--- config.mk ---
export PLATFORM = sky130hd
export DESIGN_NAME = seg_scan_flat
export DESIGN_NICKNAME = d
export VERILOG_FILES = /design/src/rtl/seg_pkg.sv /design/src/rtl/seg_scan_if.sv /design/src/rtl/seg_scan_hex7seg.sv /design/src/rtl/seg_scan.sv /design/src/flat_wrapper.sv
export SDC_FILE = /design/constraint.sdc
export NUM_CORES = 1
export LEC_CHECK = 0
export BUFFER_PORTS_ARGS = -buffer_cell sky130_fd_sc_hd__clkbuf_2
export CORE_ASPECT_RATIO = 0.7
export CORE_MARGIN = 2
export CORE_UTILIZATION = 57
export DETAILED_ROUTE_END_ITERATION = 12
export PLACE_DENSITY = 0.82
export SYNTH_ARGS = -nofsm -noshare
export SYNTH_HDL_FRONTEND = slang
export SYNTH_SLANG_ARGS = --single-unit
--- constraint.sdc ---
create_clock -name clk -period 2.7 [get_ports clk]
set_input_delay 0.135 -clock clk [delete_from_list [all_inputs] [get_ports clk]]
set_output_delay 0.135 -clock clk [all_outputs]
set_load 0.01 [all_outputs]
--- src/rtl/seg_pkg.sv ---
// Shared constants for the seven-segment scan controller: segment patterns,
// blank pattern, slot phase type and a parameter sanity check.
package seg_pkg;

  // Segments a..g on bits 6..0, active low.
  localparam logic [6:0] SEG_OFF = 7'b1111111;

  localparam logic [6:0] SEG_TABLE [16] = '{
    7'b0000001, 7'b1001111, 7'b0010010, 7'b0000110,
    7'b1001100, 7'b0100100, 7'b0100000, 7'b0001111,
    7'b0000000, 7'b0000100, 7'b0001000, 7'b1100000,
    7'b0110001, 7'b1000010, 7'b0110000, 7'b0111000
  };

  typedef enum logic {
    PH_BLANK = 1'b0,
    PH_SHOW  = 1'b1
  } phase_t;

  function automatic bit params_ok(input int unsigned ndig,
                                   input int unsigned div,
                                   input int unsigned blank);
    return (div > blank) && (blank >= 1) && (ndig >= 2) && (ndig <= 8);
  endfunction

endpackage

--- src/rtl/seg_scan_if.sv ---
// Frame write port: producer offers {data, mask, lz} under valid/ready.
interface seg_scan_if #(
  parameter int unsigned NDIG = 8
);
  logic                wr_valid;
  logic                wr_ready;
  logic [4*NDIG-1:0]   wr_data;
  logic [NDIG-1:0]     wr_mask;
  logic                lz_en;

  modport master (output wr_valid, output wr_data, output wr_mask, output lz_en,
                  input  wr_ready);
  modport slave  (input  wr_valid, input  wr_data, input  wr_mask, input  lz_en,
                  output wr_ready);
endinterface

--- src/rtl/seg_scan_hex7seg.sv ---
// Combinational hex nibble to active-low seven-segment decoder.
module hex7seg
  import seg_pkg::*;
(
  input  logic [3:0] nib,
  output logic [6:0] seg
);
  always_comb seg = SEG_TABLE[nib];
endmodule

--- src/rtl/seg_scan.sv ---
// Time-multiplexed seven-segment controller: double-buffered hex frame,
// one digit per slot, blanking at slot start, shared decoder.
module seg_scan
  import seg_pkg::*;
#(
  parameter int unsigned NDIG  = 8,
  parameter int unsigned DIV   = 1000,
  parameter int unsigned BLANK = 16
) (
  input  logic            clk,
  input  logic            rst,
  seg_scan_if.slave       wr,
  output logic [NDIG-1:0] an,
  output logic [6:0]      seg,
  output logic            frame_done
);

  localparam int unsigned DW = $clog2(NDIG);
  localparam int unsigned CW = $clog2(DIV);
  localparam logic [DW-1:0] D_LAST = DW'(NDIG - 1);
  localparam logic [CW-1:0] C_LAST = CW'(DIV - 1);
  localparam logic [CW-1:0] C_BLK_END = CW'(BLANK - 1);

  if (!params_ok(NDIG, DIV, BLANK)) begin : g_bad_params
    $fatal(1, "seg_scan: need DIV > BLANK >= 1 and 2 <= NDIG <= 8");
  end

  logic [NDIG-1:0][3:0] sh_data, act_data;
  logic [NDIG-1:0]      sh_mask, act_mask;
  logic                 sh_lz, act_lz;
  logic                 pending;
  logic [DW-1:0]        d;
  logic [CW-1:0]        cnt;
  phase_t               phase;
  logic [NDIG-1:0]      visible;
  logic [6:0]           dec;
  logic                 wrap;

  assign wr.wr_ready = !pending;
  assign wrap        = (d == D_LAST) && (cnt == C_LAST);

  // Scan from the top digit down; suppression holds until the first
  // enabled non-zero digit. Digit 0 always survives.
  always_comb begin : suppress
    logic lead;
    visible = '0;
    lead    = act_lz;
    for (int unsigned k = 0; k < NDIG; k++) begin
      if (act_mask[DW'(NDIG-1-k)] && (act_data[DW'(NDIG-1-k)] != 4'h0))
        lead = 1'b0;
      visible[DW'(NDIG-1-k)] = act_mask[DW'(NDIG-1-k)] && (!lead || (k == NDIG-1));
    end
  end

  hex7seg u_dec (
    .nib (act_data[d]),
    .seg (dec)
  );

  always_ff @(posedge clk) begin
    if (rst) begin
      sh_data    <= '0;
      sh_mask    <= '0;
      sh_lz      <= 1'b0;
      act_data   <= '0;
      act_mask   <= '0;
      act_lz     <= 1'b0;
      pending    <= 1'b0;
      d          <= '0;
      cnt        <= '0;
      phase      <= PH_BLANK;
      an         <= '1;
      seg        <= SEG_OFF;
      frame_done <= 1'b0;
    end else begin
      if (wr.wr_valid && !pending) begin
        sh_data <= wr.wr_data;
        sh_mask <= wr.wr_mask;
        sh_lz   <= wr.lz_en;
        pending <= 1'b1;
      end

      // phase mirrors (cnt < BLANK) one step ahead so it is valid in-cycle
      if (cnt == C_LAST) begin
        cnt   <= '0;
        phase <= PH_BLANK;
        d     <= (d == D_LAST) ? '0 : d + 1'b1;
        if (wrap && pending) begin
          act_data <= sh_data;
          act_mask <= sh_mask;
          act_lz   <= sh_lz;
          pending  <= 1'b0;
        end
      end else begin
        cnt <= cnt + 1'b1;
        if (cnt == C_BLK_END) phase <= PH_SHOW;
      end

      frame_done <= wrap;

      if ((phase == PH_SHOW) && visible[d]) begin
        an  <= ~(NDIG'(1) << d);
        seg <= dec;
      end else begin
        an  <= '1;
        seg <= SEG_OFF;
      end
    end
  end

endmodule

--- src/flat_wrapper.sv ---
// flat-port wrapper written by rule: the top's interface ports become plain ports
module seg_scan_flat import seg_pkg::*;
#(
  parameter int unsigned NDIG  = 8,
  parameter int unsigned DIV   = 1000,
  parameter int unsigned BLANK = 16
)
  (clk, rst, an, seg, frame_done, wr_wr_valid, wr_wr_data, wr_wr_mask, wr_lz_en, wr_wr_ready);
  seg_scan_if #(.NDIG(NDIG)) wr_i ();
  input  logic clk;
  input  logic rst;
  output logic [NDIG-1:0] an;
  output logic [6:0] seg;
  output logic frame_done;
  input wire logic [$bits(wr_i.wr_valid)-1:0] wr_wr_valid;
  input wire logic [$bits(wr_i.wr_data)-1:0] wr_wr_data;
  input wire logic [$bits(wr_i.wr_mask)-1:0] wr_wr_mask;
  input wire logic [$bits(wr_i.lz_en)-1:0] wr_lz_en;
  output wire logic [$bits(wr_i.wr_ready)-1:0] wr_wr_ready;
  assign wr_i.wr_valid = wr_wr_valid;
  assign wr_i.wr_data = wr_wr_data;
  assign wr_i.wr_mask = wr_wr_mask;
  assign wr_i.lz_en = wr_lz_en;
  assign wr_wr_ready = wr_i.wr_ready;
  seg_scan #(.NDIG(NDIG), .DIV(DIV), .BLANK(BLANK)) u_core (.clk(clk), .rst(rst), .wr(wr_i), .an(an), .seg(seg), .frame_done(frame_done));
endmodule
# After elaboration in Yosys (flattened, before gate mapping)
# Memories as Yosys holds them, arrays and structs flattened. A register that Yosys moved wholly into a read port is not among the register bits.
# Index checks and enable logic that the tools add are counted.
totals:
  register_bits: 106
  mem_bits_ro: 112
  in_bits: 44
  out_inout_bits: 17
  wordCells: 88
  mem_count: 1
classes:
  addsub: 2
  magnitude_cmp: 1
  eq_ne: 3
  shift: 1
  mux: 15
  bitwise: 3
  n_reduce_logical: 36
memory_table:
  columns: ["name", "depth", "word_bits", "read_ports", "rd_clocked_by_memory_dff", "wr", "line_no", "source"]
  rows:
  - ["(name not given)", 16, 7, 1, 1, 0, "seg_scan_hex7seg.sv:8", "always_comb seg = SEG_TABLE[nib];"]
op_table:
  columns: ["op", "n"]
  rows:
  - ["$reduce_bool 4->1", 7]
  - ["$logic_and 1x1->1", 18]
  - ["$bmux 4 s3", 1]
  - ["$mux 1", 11]
  - ["$add 10x1->10 const B", 1]
  - ["$eq 10x10->1 const B", 1]
  - ["$eq 10x4->1 const B", 1]
  - ["$logic_not 1->1", 8]
  - ["$not 8->8", 1]
  - ["$shl 1x3->8 const A", 1]
  - ["$not 4->5", 1]
  - ["$lt 3x4->1 const B", 1]
  - ["$mux 4", 1]
  - ["$reduce_or 2->1", 2]
  - ["$add 3x1->3 const B", 1]
  - ["$bmux 1 s3", 1]
  - ["$eq 3x3->1 const B", 1]
  - ["$mux 3", 1]
  - ["$reduce_and 2->1", 1]
  - ["$not 1->1", 1]

# Longest topological paths before layout
depth:
  ltp_word: 16
  mapped_depth: 9
  mapped_depth_nobuf: 8

# Hierarchy
# A second synthesis with hierarchy kept.
hier_totals:
  hier_cells: 552
  area_unflattened_um2: 4685.7
modules_own_cells:
  columns: ["module", "instances", "cells_each", "area_each_um2", "seq_area_each_um2"]
  rows:
  - ["seg_scan", 1, 521, 4423.0, 2262.2]
  - ["hex7seg", 1, 31, 262.8, 0.0]

# Worst setup path before layout
# No wires, ideal clock.
synth_path:
  path_kind: "register to register"
  from: "reg u_core.d[0]"
  to: "reg u_core.seg[0]"
  setup_time_ns: 0.143
  arrival_time_ns: 2.304
  required_ns: 2.557
  path_slack_ns: 0.253
  path_stages_with_launch: 9
  n_path_buf: 1
  synth_period_minus_slack_ns: 2.447
  cell_sequence: "dfxtp_1 -> buf_6 -> mux4_1 -> mux2i_1 -> inv_1 -> ha_1 -> mux2_1 -> a22oi_1 -> nand3_1"
synth_between:
  elab_chain_len: 5
  elab_cells_between_ends: 8
  classes_between: "4 x mux; 2 x bitwise; 2 x reduce/logical"
synth_rtl:
  columns: ["item", "line_no", "source"]
  rows:
  - ["from (decl)", "seg_scan.sv:32", "logic [DW-1:0] d;"]
  - ["from (signal assigned)", "seg_scan.sv:87", "d <= (d == D_LAST) ? '0 : d + 1'b1;"]
  - ["$bmux 1 s3", "seg_scan.sv:101", "if ((phase == PH_SHOW) && visible[d]) begin"]
  - ["$mux 1 (implied by the code)", "seg_scan.sv:101", null]
  - ["$logic_and 1x1->1", "seg_scan.sv:101", null]
  - ["$not 1->1 (no source line)", null, null]
  - ["$reduce_or 2->1 (no source line)", null, null]
  - ["to (decl)", "seg_scan.sv:14", "output logic [6:0] seg,"]
# Parallel ways exist; a longest one is shown, timed or not. The select of a mux whose other input is x is not followed.
# A chain may end at the register's enable or synchronous reset.

# Worst setup path in the final report
layout_path:
  from: "reg u_core.d[0]"
  to: "reg u_core.seg[3]"
# Same word-level chain as after synthesis.

==> out/metrics.cfg <==
[status]
status=complete, no violations

[route]
firstDrtPassIters=5
vias_per_cell=5.55
wl_per_cell_um=14.8
vias=4212
drt_first_iter_violations=269
remaining_drc_errors=0
wl_um=11300
drtAntennaViolNets=0

[die]
io_pins=61
die_x_um=112
core_area_um2=7870
die-area_um2=8860
start_util=0.588
rows=27
fp.dieH_um=79.4

[logic_synthesis]
seq_area_frac_synth=0.489
synthesis.instances=547
synthFlopType=dfxtp_1
synth_nets=604
synth-edff-count=0
synth-seq-cells=113
yosys_warnings=0
synthArstFlopShare=0
syn_area_per_cell_um2=8.45
synthesis.area_um2=4620
synth_cell_types=41

[cells_and_area]
nFillCells=524
nNetsFinal=702
final_core_util=0.768
drive_gt1_frac=0.170
syn_to_final_growth_pct=30.7
diodes=0

[power]
p_leak_uw=0.00241
powerDensity_nw_per_um2=714
p_switching_uw=863
netSwitchingFraction=0.200
pwr-share-comb=0.044
p_clk_frac=0.554
seq_power_share=0.402
vdd_drop_max_mv=0.908
p_int_uw=3450

[grt]
grt_first_pass_wirelength_um=18500
grt_max_degree=90
gr-total-overflow=0
grt_pass1_vias=3975
track_usage=0.268
antenna_found_initial=0

[clocking]
cts.path.max_buffers=2
cts_tree=done
insertion_delay_ns=0.41
cts-root-buf=clkbuf_16
cts_max_level=4
path_clk_slew_ns=0.05
cts_buffers=17
clock_sinks=113
post_cts_buffers=0

[timing]
hold_viol_final=0
finalSetupViolCount=0
rsz0062_at_grt=no
finalCritPeriodShare=0.898
worst_pin_slew_ns=0.876
relSlewSlack=0.416
max_freq_ghz=0.412
fin_crit_ns=2.43
drv_slew=0
fin_skew_ns=0.00746
tns_ns=0

[placed_design]
gp_congestion=0.858
dp_hpwl_um=6840
portBuffers=60

[worst_setup_path]
r2r_setup_slack_ns=0.27
critPathCaptureType=flop
crit_cells=7
critPathTopFamily=multiplexers
start_kind=flop
critPathArrivalTime_ns=2.68
crit_slowest_cell=mux4_1
crit_path_max_fanout=7
cpMostUsedCell=mux2i_1
worst-setup-path-type=flop to flop
cpPeakStageDelay_ns=0.61
cp-startpoint=u_core.d[0]$_SDFFE_PP0P_
cp_cell_sequence=mux4_1, mux2i_1, inv_1, ha_1, mux2_1, mux2i_1, nand3_1
critPathCapture=u_core.seg[3]$_SDFF_PP1_
r2r_cells=7
path_buf_inv=1
r2r-end=u_core.seg[3]$_SDFF_PP1_
worst_r2r_startpoint=u_core.d[0]$_SDFFE_PP0P_
critPathRequiredTime_ns=2.96

[hold_path]
hold_class=input port to flop
hold_depth=6
min_from=rst

[job]
drv_cap=0

stage by stage:
stage                     std cells  total power [µW]  hold slack, ns  cell area (µm²)  setup slack, ns
after detailed placement        685              1900           0.363             4990            0.290
final                           759              4310           0.395             6040            0.275
after floorplan                 547              1850           0.271             4620            0.253
after global placement          685              1890           0.358             4990            0.402
after CTS                       759              4330           0.337             6040            0.282
after global routing            759              4430           0.407             6040            0.128
layout by cell type (no fill, tap or decap), types with 5 or more instances in the layout:
master         instances
inv_1                 11
clkbuf_16             17
a21oi_1               85
buf_4                 10
dlygate4sd3_1         42
ha_1                  13
clkbuf_2              60
and3_1                 6
xnor2_1                5
bufinv_16              5
mux2i_1                7
nand3_1               12
nand2_1              179
clkinv_2               6
nor2_1                19
dfxtp_1              113
how the worst min path moves through the flow:
| stage | endpoint | slack, ns |
|---|---|---|
| floorplan | u_core.sh_data[0]$_SDFFE_PP0P_ | 0.27 |
| global placement | u_core.sh_data[31]$_SDFFE_PP0P_ | 0.36 |
| detailed placement | u_core.sh_mask[0]$_SDFFE_PP0P_ | 0.36 |
| CTS | u_core.an[4]$_SDFF_PP1_ | 0.34 |
| global route | u_core.an[6]$_SDFF_PP1_ | 0.41 |
| finish | u_core.an[4]$_SDFF_PP1_ | 0.40 |
power groups by stage:
| stage | logic, µW | clock network (µW) | registers, µW |
|---|---|---|---|
| floorplan | 87.8 | 0 | 1760 |
| global placement | 132 | 0 | 1760 |
| detailed placement | 136 | 0 | 1770 |
| CTS | 186 | 2410 | 1730 |
| global route | 213 | 2490 | 1730 |
| finish | 192 | 2390 | 1730 |
what timing repair did:
item / in CTS / in global routing
endpoints found under the hold margin: 42 / 0
hold buffers: 42 / 0
resized for setup: 0 / 0
synthesized netlist by cell type, drive strengths merged (5+ instances only):
cell / instances / area, µm²
clkbuf: 25 / 93.8
nor2: 19 / 71.3
dfxtp: 113 / 2260
buf: 8 / 46.3
nand3: 12 / 60.1
ha: 13 / 163
inv: 12 / 45.0
mux4: 8 / 195
a21oi: 85 / 425
mux2i: 9 / 115
xnor2: 5 / 43.8
nand2: 179 / 672
and3: 6 / 37.5
flip-flops by register name, indices dropped and copies added, names as in the netlist:
| signal | cells |
|---|---|
| u_core.phase | 1 |
| u_core.an | 8 |
| u_core.sh_mask | 8 |
| u_core.seg | 7 |
| u_core.act_lz | 1 |
| u_core.sh_data | 32 |
| u_core.act_mask | 8 |
| u_core.d | 3 |
| u_core.frame_done | 1 |
| u_core.pending | 1 |
| u_core.cnt | 10 |
| u_core.sh_lz | 1 |
| u_core.act_data | 32 |
routing by layer:
metal,track usage,wire length (µm)
met5,0,0
met4,0.128,319
met3,0.0855,717
met2,0.436,5400
met1,0.325,4820
worst register-to-register path, stage by stage (launching register included):
cell	delay [ns]
dfxtp_1	0.53
mux4_1	0.61
mux2i_1	0.21
inv_1	0.13
ha_1	0.24
mux2_1	0.30
mux2i_1	0.15
nand3_1	0.10
final cells by class:
cell class,instances,area (µm²),area share
Tap cell,101,126,0.0209
Timing Repair Buffer,112,796,0.132
Clock inverter,12,188,0.0311
Clock buffer,20,447,0.0739
Multi-Input combinational cell,389,2180,0.361
Sequential cell,113,2260,0.374
Inverter,12,45.0,0.00745
kinds of logic (layout without fill, tap and decap cells):
group	Yosys count	in the layout	share of synthesized area
buf+inv	45	156	0.0400
fa+ha+maj	13	13	0.0352
compound gates	106	106	0.128
flops	113	113	0.489
xor+xnor	8	8	0.0152
mux	19	19	0.0720
simple gates	243	243	0.221
Power figures use the tool's default switching activity.
